===== src/rtl/voq_scheduler.sv =====
// voq_scheduler: iSLIP-style grant/accept matcher for an EGRESS_CNT x EGRESS_CNT
// crossbar fed by virtual output queues. Each start computes one schedule in
// ITER_CNT grant/accept rounds. Outputs always form a full permutation, so the
// crossbar never sees two ingresses driving the same egress.
// Optional feature: define SCHED_STATS_EN to keep a saturating match counter on
// match_cnt; without it match_cnt is tied to zero.

// Round-robin picker: first set bit of req at or after ptr, wrapping.
module voq_rr_pick #(
  parameter int N     = 4,
  parameter int SEL_W = 2
) (
  input  logic [N-1:0]     req,
  input  logic [SEL_W-1:0] ptr,
  output logic             vld,
  output logic [SEL_W-1:0] sel
);
  logic [SEL_W-1:0] idx;

  // Scan from the farthest offset down so the nearest hit to ptr wins.
  always_comb begin
    vld = 1'b0;
    sel = '0;
    idx = '0;
    for (int k = N - 1; k >= 0; k--) begin
      idx = ptr + SEL_W'(k);
      if (req[idx]) begin
        vld = 1'b1;
        sel = idx;
      end
    end
  end
endmodule

module voq_scheduler #(
  parameter int EGRESS_CNT = 4,
  parameter int ITER_CNT   = 2,
  localparam int SEL_W     = $clog2(EGRESS_CNT)
) (
  input  logic                        clk,
  input  logic                        reset,
  input  logic                        start,
  input  logic [EGRESS_CNT*EGRESS_CNT-1:0] voq_req,
  output logic                        busy,
  output logic                        done,
  output logic [SEL_W*EGRESS_CNT-1:0] sched_sel,
  output logic [EGRESS_CNT-1:0]       sched_en,
  output logic [15:0]                 match_cnt
);
  localparam int N    = EGRESS_CNT;
  localparam int IT_W = $clog2(ITER_CNT + 1);

  typedef enum logic [1:0] {IDLE, GRANT, ACCEPT, DONE} state_t;

  state_t                    state;
  logic [N-1:0][N-1:0]       req_q;       // req_q[i][e]: snapshot of voq_req
  logic [N-1:0]              in_m;        // ingress matched
  logic [N-1:0]              out_m;       // egress matched
  logic [N-1:0][SEL_W-1:0]   match_egr;   // egress matched to each ingress
  logic [N-1:0][SEL_W-1:0]   grant_ptr;
  logic [N-1:0][SEL_W-1:0]   accept_ptr;
  logic [N-1:0]              gnt_vld_q;   // egress e issued a grant this round
  logic [N-1:0][SEL_W-1:0]   gnt_ing_q;   // ingress granted by egress e
  logic [IT_W-1:0]           iter;

  logic [N-1:0][N-1:0]       g_req;       // g_req[e][i]
  logic [N-1:0][N-1:0]       a_req;       // a_req[i][e]
  logic [N-1:0]              g_vld, a_vld;
  logic [N-1:0][SEL_W-1:0]   g_sel, a_sel;

  logic [N-1:0][SEL_W-1:0]   perm;
  logic [N-1:0]              used;
  logic                      found;

  logic [N-1:0][SEL_W-1:0]   sel_q;
  logic [N-1:0]              en_q;

  assign sched_sel = sel_q;
  assign sched_en  = en_q;

  // Candidate vectors for the grant and accept pickers; matched ports drop out.
  always_comb begin
    g_req = '0;
    a_req = '0;
    for (int e = 0; e < N; e++)
      for (int i = 0; i < N; i++)
        g_req[e][i] = req_q[i][e] & ~in_m[i] & ~out_m[e];
    for (int i = 0; i < N; i++)
      for (int e = 0; e < N; e++)
        a_req[i][e] = gnt_vld_q[e] & (gnt_ing_q[e] == SEL_W'(i)) & ~in_m[i];
  end

  // One grant picker per egress and one accept picker per ingress.
  for (genvar g = 0; g < N; g++) begin : g_lane
    voq_rr_pick #(.N(N), .SEL_W(SEL_W)) u_gnt (
      .req (g_req[g]),
      .ptr (grant_ptr[g]),
      .vld (g_vld[g]),
      .sel (g_sel[g])
    );
    voq_rr_pick #(.N(N), .SEL_W(SEL_W)) u_acc (
      .req (a_req[g]),
      .ptr (accept_ptr[g]),
      .vld (a_vld[g]),
      .sel (a_sel[g])
    );
  end

  // Fill unmatched ingresses (ascending) with unused egresses (ascending).
  always_comb begin
    perm  = '0;
    used  = out_m;
    found = 1'b0;
    for (int i = 0; i < N; i++) begin
      if (in_m[i]) begin
        perm[i] = match_egr[i];
      end else begin
        found = 1'b0;
        for (int e = 0; e < N; e++) begin
          if (!found && !used[e]) begin
            perm[i] = SEL_W'(e);
            used[e] = 1'b1;
            found   = 1'b1;
          end
        end
      end
    end
  end

  // Scheduler FSM: snapshot, ITER_CNT grant/accept rounds, then publish.
  always_ff @(posedge clk) begin
    if (reset) begin
      state      <= IDLE;
      busy       <= 1'b0;
      done       <= 1'b0;
      en_q       <= '0;
      for (int i = 0; i < N; i++) sel_q[i] <= SEL_W'(i);
      grant_ptr  <= '0;
      accept_ptr <= '0;
      req_q      <= '0;
      in_m       <= '0;
      out_m      <= '0;
      match_egr  <= '0;
      gnt_vld_q  <= '0;
      gnt_ing_q  <= '0;
      iter       <= '0;
    end else begin
      done <= 1'b0;
      case (state)
        IDLE: begin
          if (start) begin
            req_q <= voq_req;
            in_m  <= '0;
            out_m <= '0;
            iter  <= '0;
            busy  <= 1'b1;
            state <= GRANT;
          end
        end
        GRANT: begin
          gnt_vld_q <= g_vld;
          gnt_ing_q <= g_sel;
          state     <= ACCEPT;
        end
        ACCEPT: begin
          for (int i = 0; i < N; i++) begin
            if (a_vld[i]) begin
              in_m[i]          <= 1'b1;
              out_m[a_sel[i]]  <= 1'b1;
              match_egr[i]     <= a_sel[i];
              // Only first-round accepts move pointers; this is what
              // desynchronises the grant pointers under load.
              if (iter == '0) begin
                accept_ptr[i]        <= a_sel[i] + SEL_W'(1);
                grant_ptr[a_sel[i]]  <= SEL_W'(i + 1);
              end
            end
          end
          if (iter == IT_W'(ITER_CNT - 1)) begin
            state <= DONE;
          end else begin
            iter  <= iter + IT_W'(1);
            state <= GRANT;
          end
        end
        DONE: begin
          sel_q <= perm;
          en_q  <= in_m;
          done  <= 1'b1;
          busy  <= 1'b0;
          state <= IDLE;
        end
        default: state <= IDLE;
      endcase
    end
  end

`ifdef SCHED_STATS_EN
  logic [SEL_W:0] pop;
  logic [15:0]    cnt_q;
  logic [16:0]    cnt_sum;

  // Number of matches in the schedule being published.
  always_comb begin
    pop = '0;
    for (int i = 0; i < N; i++) pop = pop + (SEL_W + 1)'(in_m[i]);
    cnt_sum = {1'b0, cnt_q} + 17'(pop);
  end

  // Saturating running total of matches, bumped alongside done.
  always_ff @(posedge clk) begin
    if (reset)
      cnt_q <= '0;
    else if (state == DONE)
      cnt_q <= cnt_sum[16] ? 16'hFFFF : cnt_sum[15:0];
  end

  assign match_cnt = cnt_q;
`else
  assign match_cnt = '0;
`endif

endmodule


===== config.mk =====
export PLATFORM = sky130hd
export DESIGN_NAME = voq_scheduler
export DESIGN_NICKNAME = d
export VERILOG_FILES = /design/src/rtl/voq_scheduler.sv
export SDC_FILE = /design/constraint.sdc
export NUM_CORES = 1
export LEC_CHECK = 0
export CAP_MARGIN = 20
export CORE_MARGIN = 1.5
export CORE_UTILIZATION = 62
export DETAILED_ROUTE_END_ITERATION = 12
export PLACE_DENSITY = 0.86
export SLEW_MARGIN = 5
export SYNTH_ARGS = -nofsm -noshare
export SYNTH_HDL_FRONTEND = slang
export SYNTH_SLANG_ARGS = --single-unit

===== constraint.sdc =====
create_clock -name clk -period 6.6 [get_ports clk]
set_input_delay 1.98 -clock clk [delete_from_list [all_inputs] [get_ports clk]]
set_output_delay 1.98 -clock clk [all_outputs]
set_load 0.03 [all_outputs]

==> reports/qor.yml, run 1 <==
place:
  dpl-instance-area_mm2: 0.005049
  place_congestion: 0.9586
  detailedPlace.worstSlack_ns: 2.771
  dp.final_hpwl_um: 9005
  io_buffers: 32
synth:
  yosys_warnings: 0
  number_of_synthesized_flops_with_an_enable_pin: 0
  synth_area_leaders: "sky130_fd_sc_hd__dfxtp_1 33%, sky130_fd_sc_hd__a21oi_1 7.0%, sky130_fd_sc_hd__nand2_1 6.6%"
  synthDistinctLibCells: 79
  yosys_most_used_dff: "sky130_fd_sc_hd__dfxtp_1"
  post_syn_area_per_cell_um2: 7.975
  synth_register_bits: 78
  synthDominantAreaCellType: "sky130_fd_sc_hd__dfxtp_1"
  synth_cells: 602
  syn-cell-area_mm2: 0.004801
  yosysSeqAreaShare_pct: 32.53
  asyncSetResetFlopFracSynth_pct: 0
  netlist.area_leader.share_pct: 32.53
floorplanning:
  dieHeight_um: 91.00
  floorplan.initialDensity_pct: 65.14
  design.die.area_mm2: 0.008280
  ioPinCount: 49
  die_width_um: 91.00
  rows: 31
  design.core.area_mm2: 0.007370
critical_path:
  worstPathMaxFanout: 2
  worstRegToRegCells: 9
  max_stage_delay_ns: 0.69
  setup.worst_path.end_class: "output port"
  path_type_of_the_worst_setup_path: "reg2out"
  path_cells: "clkdlybuf4s50_1"
  worst_setup_path_start_kind: "flop"
  slowest_stage: "sky130_fd_sc_hd__clkdlybuf4s50_1"
  worstPathRequired_ns: 4.62
  timing.critical_path.arrival_ns: 1.39
  critical_path.n_buffers_inverters: 1
  critical_path_cell_count: 1
  cell_family_with_the_largest_share_of_critical_path_delay: "buffers and inverters"
detailed_routing:
  met2RoutedLength_um: 6088
  drt_first_pass_iters: 6
  antenna_left: 0
  post_route_drc_violation_count: 0
  post_drt_wl_per_cell_um: 18.22
  routedLengthMet1_um: 5318
  drtIter0Drc: 595
  detailroute.via_count: 4701
  route.detailed.vias_per_inst: 6.566
  top_layer: "met4"
  route.final.wire_length_um: 13050
  routed-wl-met3_um: 1255
cts:
  cts_hold_buffers: 0
  cts_num_sinks: 78
  number_of_buffers_created_by_cts: 9
  cts.path.max_buffers: 2
  cts_setup_buffers: 0
  cts-resized-gates: 0
  cts.htree.levels: 3
  clock_pin_transition_on_the_worst_setup_and_hold_timing_paths_ns: 0.08
  root_buffer_cell: "sky130_fd_sc_hd__clkbuf_8"
  cts_tree: "built"
  clkLatencyLatePin_ns: 0.37
finish:
  final_cell_area_mm2: 0.005286
  layout.nets: 649
  layout_stage_area_growth_over_the_synthesis_result_pct: 10.11
  drive_above_1_share_pct: 6.159
  diodes: 0
sta:
  worst_pin_slew_ns: 0.9323
  setup_tns_ns: 0
  relSlewSlack_pct: 37.76
  fmax_mhz: 296.4
  slew_violations: 0
  setup_viol: 0
  rsz0062_at_grt: "false"
  worst_clock_skew_ns: 0.009219
  layout_worst_path_cycle_share_pct: 51.12
  finalWorstPathRequiredPeriod_ns: 3.374
  finalHoldViolations: 0
  setup_ws_ns: 3.226
run_status:
  status: "completed"
global_route:
  grt_first_pass_wirelength_um: 21250
  via_count_of_the_first_global_routing_pass: 4389
  initial_antenna_violation_count: 0
  maximum_number_of_pins_on_one_net_before_global_route_repair: 73
  grt_remaining_overflow: 0
  grt_usage_pct: 31.93
power:
  static_leakage_nw: 1.789
  p_per_area_mw_per_mm2: 202.5
  vdd_drop_max_mv: 0.1510
min_path:
  min_path_type: "reg2reg"
  hold_path_depth: 2
flow_run:
  max_cap_violations: 0
-- kinds of logic after synthesis --
group                      after synthesis  share of synthesized area (%)
AOI/OAI and AO/OA                      198                          28.56
xor gates and xnor gates                 3                         0.5474
adders and majority gates               19                          4.900
buffers and inverters                   77                          7.584
DFF                                     78                          32.53
muxes                                    7                          1.564
other                                    1                        0.07811
and+or+nand+nor                        219                          24.24
-- power by group --
| part | total, mW | switching, mW | internal [mW] |
|---|---|---|---|
| logic | 0.149 | 0.0939 | 0.0553 |
| registers | 0.500 | 0.0164 | 0.484 |
| clock network | 0.421 | 0.195 | 0.226 |
-- registers in the layout (all words and copies together) (netlist names) --
signal and cells:
done 1, iter 2, out_m 4, sched_sel 8
gnt_ing_q 8, accept_ptr 8, sched_en 4, in_m 4
busy 1, gnt_vld_q 4, match_egr 8, grant_ptr 8
req_q 16, state 2
-- cells in the final DEF, fill, tap and decap left out, types with 4 or more instances in the layout --
cell type                          n
sky130_fd_sc_hd__a2111oi_0         6
sky130_fd_sc_hd__a211oi_1         20
sky130_fd_sc_hd__a21oi_1          67
sky130_fd_sc_hd__a22o_1            4
sky130_fd_sc_hd__a22oi_1          13
sky130_fd_sc_hd__a311oi_1          6
sky130_fd_sc_hd__a31o_1            4
sky130_fd_sc_hd__and2_1            6
sky130_fd_sc_hd__buf_4             4
sky130_fd_sc_hd__clkbuf_8         10
sky130_fd_sc_hd__clkdlybuf4s50_1  31
sky130_fd_sc_hd__conb_1           16
sky130_fd_sc_hd__dfxtp_1          78
sky130_fd_sc_hd__ha_1             18
sky130_fd_sc_hd__inv_1            24
sky130_fd_sc_hd__mux2_2            4
sky130_fd_sc_hd__nand2_1          85
sky130_fd_sc_hd__nand2b_1         11
sky130_fd_sc_hd__nand3_1          13
sky130_fd_sc_hd__nand4b_1          4
sky130_fd_sc_hd__nand4bb_1         7
sky130_fd_sc_hd__nor2_1           36
sky130_fd_sc_hd__nor2b_1          10
sky130_fd_sc_hd__nor3_1           13
sky130_fd_sc_hd__o211ai_1          4
sky130_fd_sc_hd__o21a_1            4
sky130_fd_sc_hd__o21ai_0          28
-- layer usage --
layer / vias to the layer above / global-route usage (%)
li1: 2206 / -
met1: 2158 / 40.21
met2: 293 / 52.92
met3: 44 / 6.198
met4: 0 / 13.80
met5: - / 0
-- cells in the mapped netlist, drive strengths merged, types with 7 or more instances --
library cell  instances
o21ai                28
a211oi               20
clkbuf               25
dfxtp                78
nand2                85
inv                  24
buf                  27
a22oi                13
a21oi                67
a2111oi               9
nor2                 36
nand4bb               7
ha                   18
nand3                13
nand2b               11
nor2b                10
nor3                 13
-- final cells by class --
type,count,area (um2)
multi-input combinational,462,2932
fill,586,2083
sequential,78,1562
timing repair buffer,36,345.3
clock buffer,10,137.6
tap,99,123.9
inverter,25,93.84
clock inverter,6,92.59
-- worst paths after layout --
check | endpoint | startpoint | slack (ns)
hold / removal | sched_en[0]$_SDFFE_PP0P_ | sched_en[0]$_SDFFE_PP0P_ | 0.46
setup reg to reg | grant_ptr[4]$_SDFFE_PP0P_ | in_m[1]$_SDFFE_PP0P_ | 3.26
hold reg to reg | sched_en[0]$_SDFFE_PP0P_ | sched_en[0]$_SDFFE_PP0P_ | 0.46
setup / recovery | sched_en[2] | sched_en[2]$_SDFFE_PP0P_ | 3.23
-- through the flow --
stage	total power [mW]	instances	hold slack (ns)	utilization [%]
after floorplan	0.6199	617	0.4318	-
after detailed placement	0.6541	699	0.4473	68.51
after global routing	1.101	716	0.4783	71.73
after CTS	1.066	715	0.4589	71.63
after global placement	0.6496	699	0.4425	68.51
final	1.071	716	0.4580	71.73
-- worst register-to-register path, delay by kind of cell (launching register included) --
kind                       cells  cell delay (ns)
AOI/OAI and AO/OA              4             1.23
DFF                            1             0.94
and+or+nand+nor                2             0.44
adders and majority gates      1             0.26
muxes                          1             0.23
buffers and inverters          1             0.15
(Power assumes the default switching activity.)
==> inputs of run 2 (changes only) <==
--- a/config.mk
+++ b/config.mk
@@ -7,9 +7,9 @@
 export LEC_CHECK = 0
 export CAP_MARGIN = 20
 export CORE_MARGIN = 1.5
-export CORE_UTILIZATION = 62
+export CORE_UTILIZATION = 58
 export DETAILED_ROUTE_END_ITERATION = 12
-export PLACE_DENSITY = 0.86
+export PLACE_DENSITY = 0.81
 export SLEW_MARGIN = 5
 export SYNTH_ARGS = -nofsm -noshare
 export SYNTH_HDL_FRONTEND = slang
==> constraint.sdc (replaced) <==
create_clock -name clk -period 3.16 [get_ports clk]
set_input_delay 0.948 -clock clk [delete_from_list [all_inputs] [get_ports clk]]
set_output_delay 0.948 -clock clk [all_outputs]
set_load 0.03 [all_outputs]
==> reports/qor.yml, run 2 (synthesized netlist as in run 1, its figures left out) <==
critical_path:
  worstRegToRegCells: 9
  worst_setup_path_start_kind: "flop"
  slowest_stage: "sky130_fd_sc_hd__dfxtp_1"
  path_cells: "nand4bb_1 -> mux2i_1 -> nor2b_1 -> a221oi_1 -> inv_1 -> ha_1 -> a22oi_1 -> a311oi_1 -> a31o_1"
  worstReg2RegEnd: "grant_ptr[5]$_SDFFE_PP0P_"
  max_stage_delay_ns: 0.63
  timing.critical_path.arrival_ns: 2.94
  critPathLaunch: "in_m[2]$_SDFFE_PP0P_"
  crit_path_end: "grant_ptr[5]$_SDFFE_PP0P_"
  worst_r2r_startpoint: "in_m[2]$_SDFFE_PP0P_"
  worstPathMaxFanout: 15
  setup.worst_path.end_class: "flop"
  rrSetupSlack_ns: 0.47
  path_type_of_the_worst_setup_path: "reg2reg"
  worstPathRequired_ns: 3.42
cts:
  cts_setup_buffers: 0
  cts_tree: "built"
  cts.htree.levels: 3
  cts_hold_buffers: 0
  cts_num_sinks: 78
  cts-resized-gates: 0
  root_buffer_cell: "sky130_fd_sc_hd__clkbuf_8"
  clock_pin_transition_on_the_worst_setup_and_hold_timing_paths_ns: 0.10
  number_of_buffers_created_by_cts: 9
  clkLatencyLatePin_ns: 0.35
  cts.path.max_buffers: 2
floorplanning:
  dieHeight_um: 93.98
  design.die.area_mm2: 0.008832
  floorplan.initialDensity_pct: 59.02
  ioPinCount: 49
  design.core.area_mm2: 0.008134
  rows: 33
  die_width_um: 93.98
sta:
  relSlewSlack_pct: 41.66
  worst_clock_skew_ns: 0.01454
  setup_tns_ns: 0
  finalWorstPathRequiredPeriod_ns: 2.688
  slew_violations: 0
  layout_worst_path_cycle_share_pct: 85.06
  worst_case_hold_slack_ns: 0.4610
  fmax_mhz: 372.1
  setup_viol: 0
  rsz0062_at_grt: "false"
  finalHoldViolations: 0
  worst_pin_slew_ns: 0.8740
min_path:
  min_path_type: "reg2reg"
finish:
  register_containing_the_most_flip_flops_in_the_final_layout: "req_q"
  layout.cells.most_common_list: "85 x sky130_fd_sc_hd__nand2_1, 78 x sky130_fd_sc_hd__dfxtp_1, 67 x sky130_fd_sc_hd__a21oi_1, 36 x sky130_fd_sc_hd__nor2_1, 31 x sky130_fd_sc_hd__clkdlybuf4s50_1"
  largest_reg_flops: 16
  layout_stage_area_growth_over_the_synthesis_result_pct: 10.84
  drive_above_1_share_pct: 7.360
  mostFrequentLayoutCell: "sky130_fd_sc_hd__nand2_1"
  layout.nets: 657
  final_cell_area_mm2: 0.005321
  filler_free_cell_count_of_the_finished_design: 730
  diodes: 0
global_route:
  grt_usage_pct: 32.42
  initial_antenna_violation_count: 0
  grt_first_pass_wirelength_um: 22080
  maximum_number_of_pins_on_one_net_before_global_route_repair: 59
  via_count_of_the_first_global_routing_pass: 4319
  grt_remaining_overflow: 0
detailed_routing:
  post_route_drc_violation_count: 0
  route.final.wire_length_um: 13700
  route.detailed.vias_per_inst: 6.503
  drtIter0Drc: 422
  post_drt_wl_per_cell_um: 18.77
  antenna_left: 0
  detailroute.via_count: 4747
  drt_first_pass_iters: 5
power:
  internal_power_mw: 1.431
  clock_power_share_pct: 34.9
  vdd_drop_max_mv: 0.2742
  p_per_area_mw_per_mm2: 391.4
  p_sw_share_pct: 31.28
  static_leakage_nw: 1.816
  switching_power_mw: 0.6514
  seq_power_share_pct: 50.0
  power.combinational.fraction_pct: 15.1
place:
  dpl-instance-area_mm2: 0.005136
  post-place-cells: 714
  dp.final_hpwl_um: 10030
  io_buffers: 32
  place_congestion: 0.9554
run_status:
  status: "completed"
flow_run:
  max_cap_violations: 0
[run 2: changes by cell type in the layout (fill, tap and decap cells not counted), sizes merged]
cell	delta
buf	+8
bufinv	-2
clkbuf	-1
inv	+3
[run 2: layout make-up]
class / count / area (um2)
flip-flops and latches: 78 / 1562
well taps: 105 / 131.4
inverters: 25 / 93.84
multi-input cells: 462 / 2932
fillers: 698 / 2813
repair buffers: 44 / 417.9
clock inverters: 7 / 61.31
clock buffers: 9 / 123.9
[run 2: worst min path at each step]
stage / startpoint / endpoint / slack (ns) / cells after the start
detailed placement: sched_en[1]$_SDFFE_PP0P_ / sched_en[1]$_SDFFE_PP0P_ / 0.45 / 2
floorplan: req_q[12]$_SDFFE_PP0P_ / req_q[12]$_SDFFE_PP0P_ / 0.43 / 2
global route: req_q[7]$_SDFFE_PP0P_ / req_q[7]$_SDFFE_PP0P_ / 0.48 / 2
global placement: req_q[12]$_SDFFE_PP0P_ / req_q[12]$_SDFFE_PP0P_ / 0.44 / 2
CTS: sched_en[1]$_SDFFE_PP0P_ / sched_en[1]$_SDFFE_PP0P_ / 0.46 / 2
finish: sched_en[1]$_SDFFE_PP0P_ / sched_en[1]$_SDFFE_PP0P_ / 0.46 / 2
[run 2: metal layers]
layer / track usage, % / vias up / share of wire (%)
li1: - / 2224 / -
met1: 42.84 / 2199 / 42
met2: 50.97 / 286 / 46
met3: 6.230 / 38 / 8.9
met4: 14.93 / 0 / 3.8
met5: 0 / - / 0
[run 2: through the flow]
| stage | worst slack, ns | util (%) | power [mW] |
|---|---|---|---|
| floorplan | 0.7912 | - | 1.295 |
| global placement | 0.6061 | 63.14 | 1.365 |
| detailed placement | 0.5284 | 63.14 | 1.371 |
| CTS | 0.5087 | 65.42 | 2.085 |
| global route | 0.2516 | 65.42 | 2.170 |
| finish | 0.4722 | 65.42 | 2.083 |
[run 2: critical path, delay by kind of cell, from the launching register on]
kind                       cells  cell delay, ns
and+or+nand+nor                2            0.41
buffers and inverters          1            0.17
AOI/OAI and AO/OA              4            1.01
adders and majority gates      1            0.27
muxes                          1            0.10
DFF                            1            0.63
[run 2: power by group through the flow]
stage	Sequential, mW	Clock, mW	Combinational [mW]
final	1.04	0.726	0.314
after global routing	1.05	0.779	0.345
after CTS	1.04	0.735	0.309
after detailed placement	1.06	0	0.307
after global placement	1.06	0	0.303
after floorplan	1.06	0	0.238
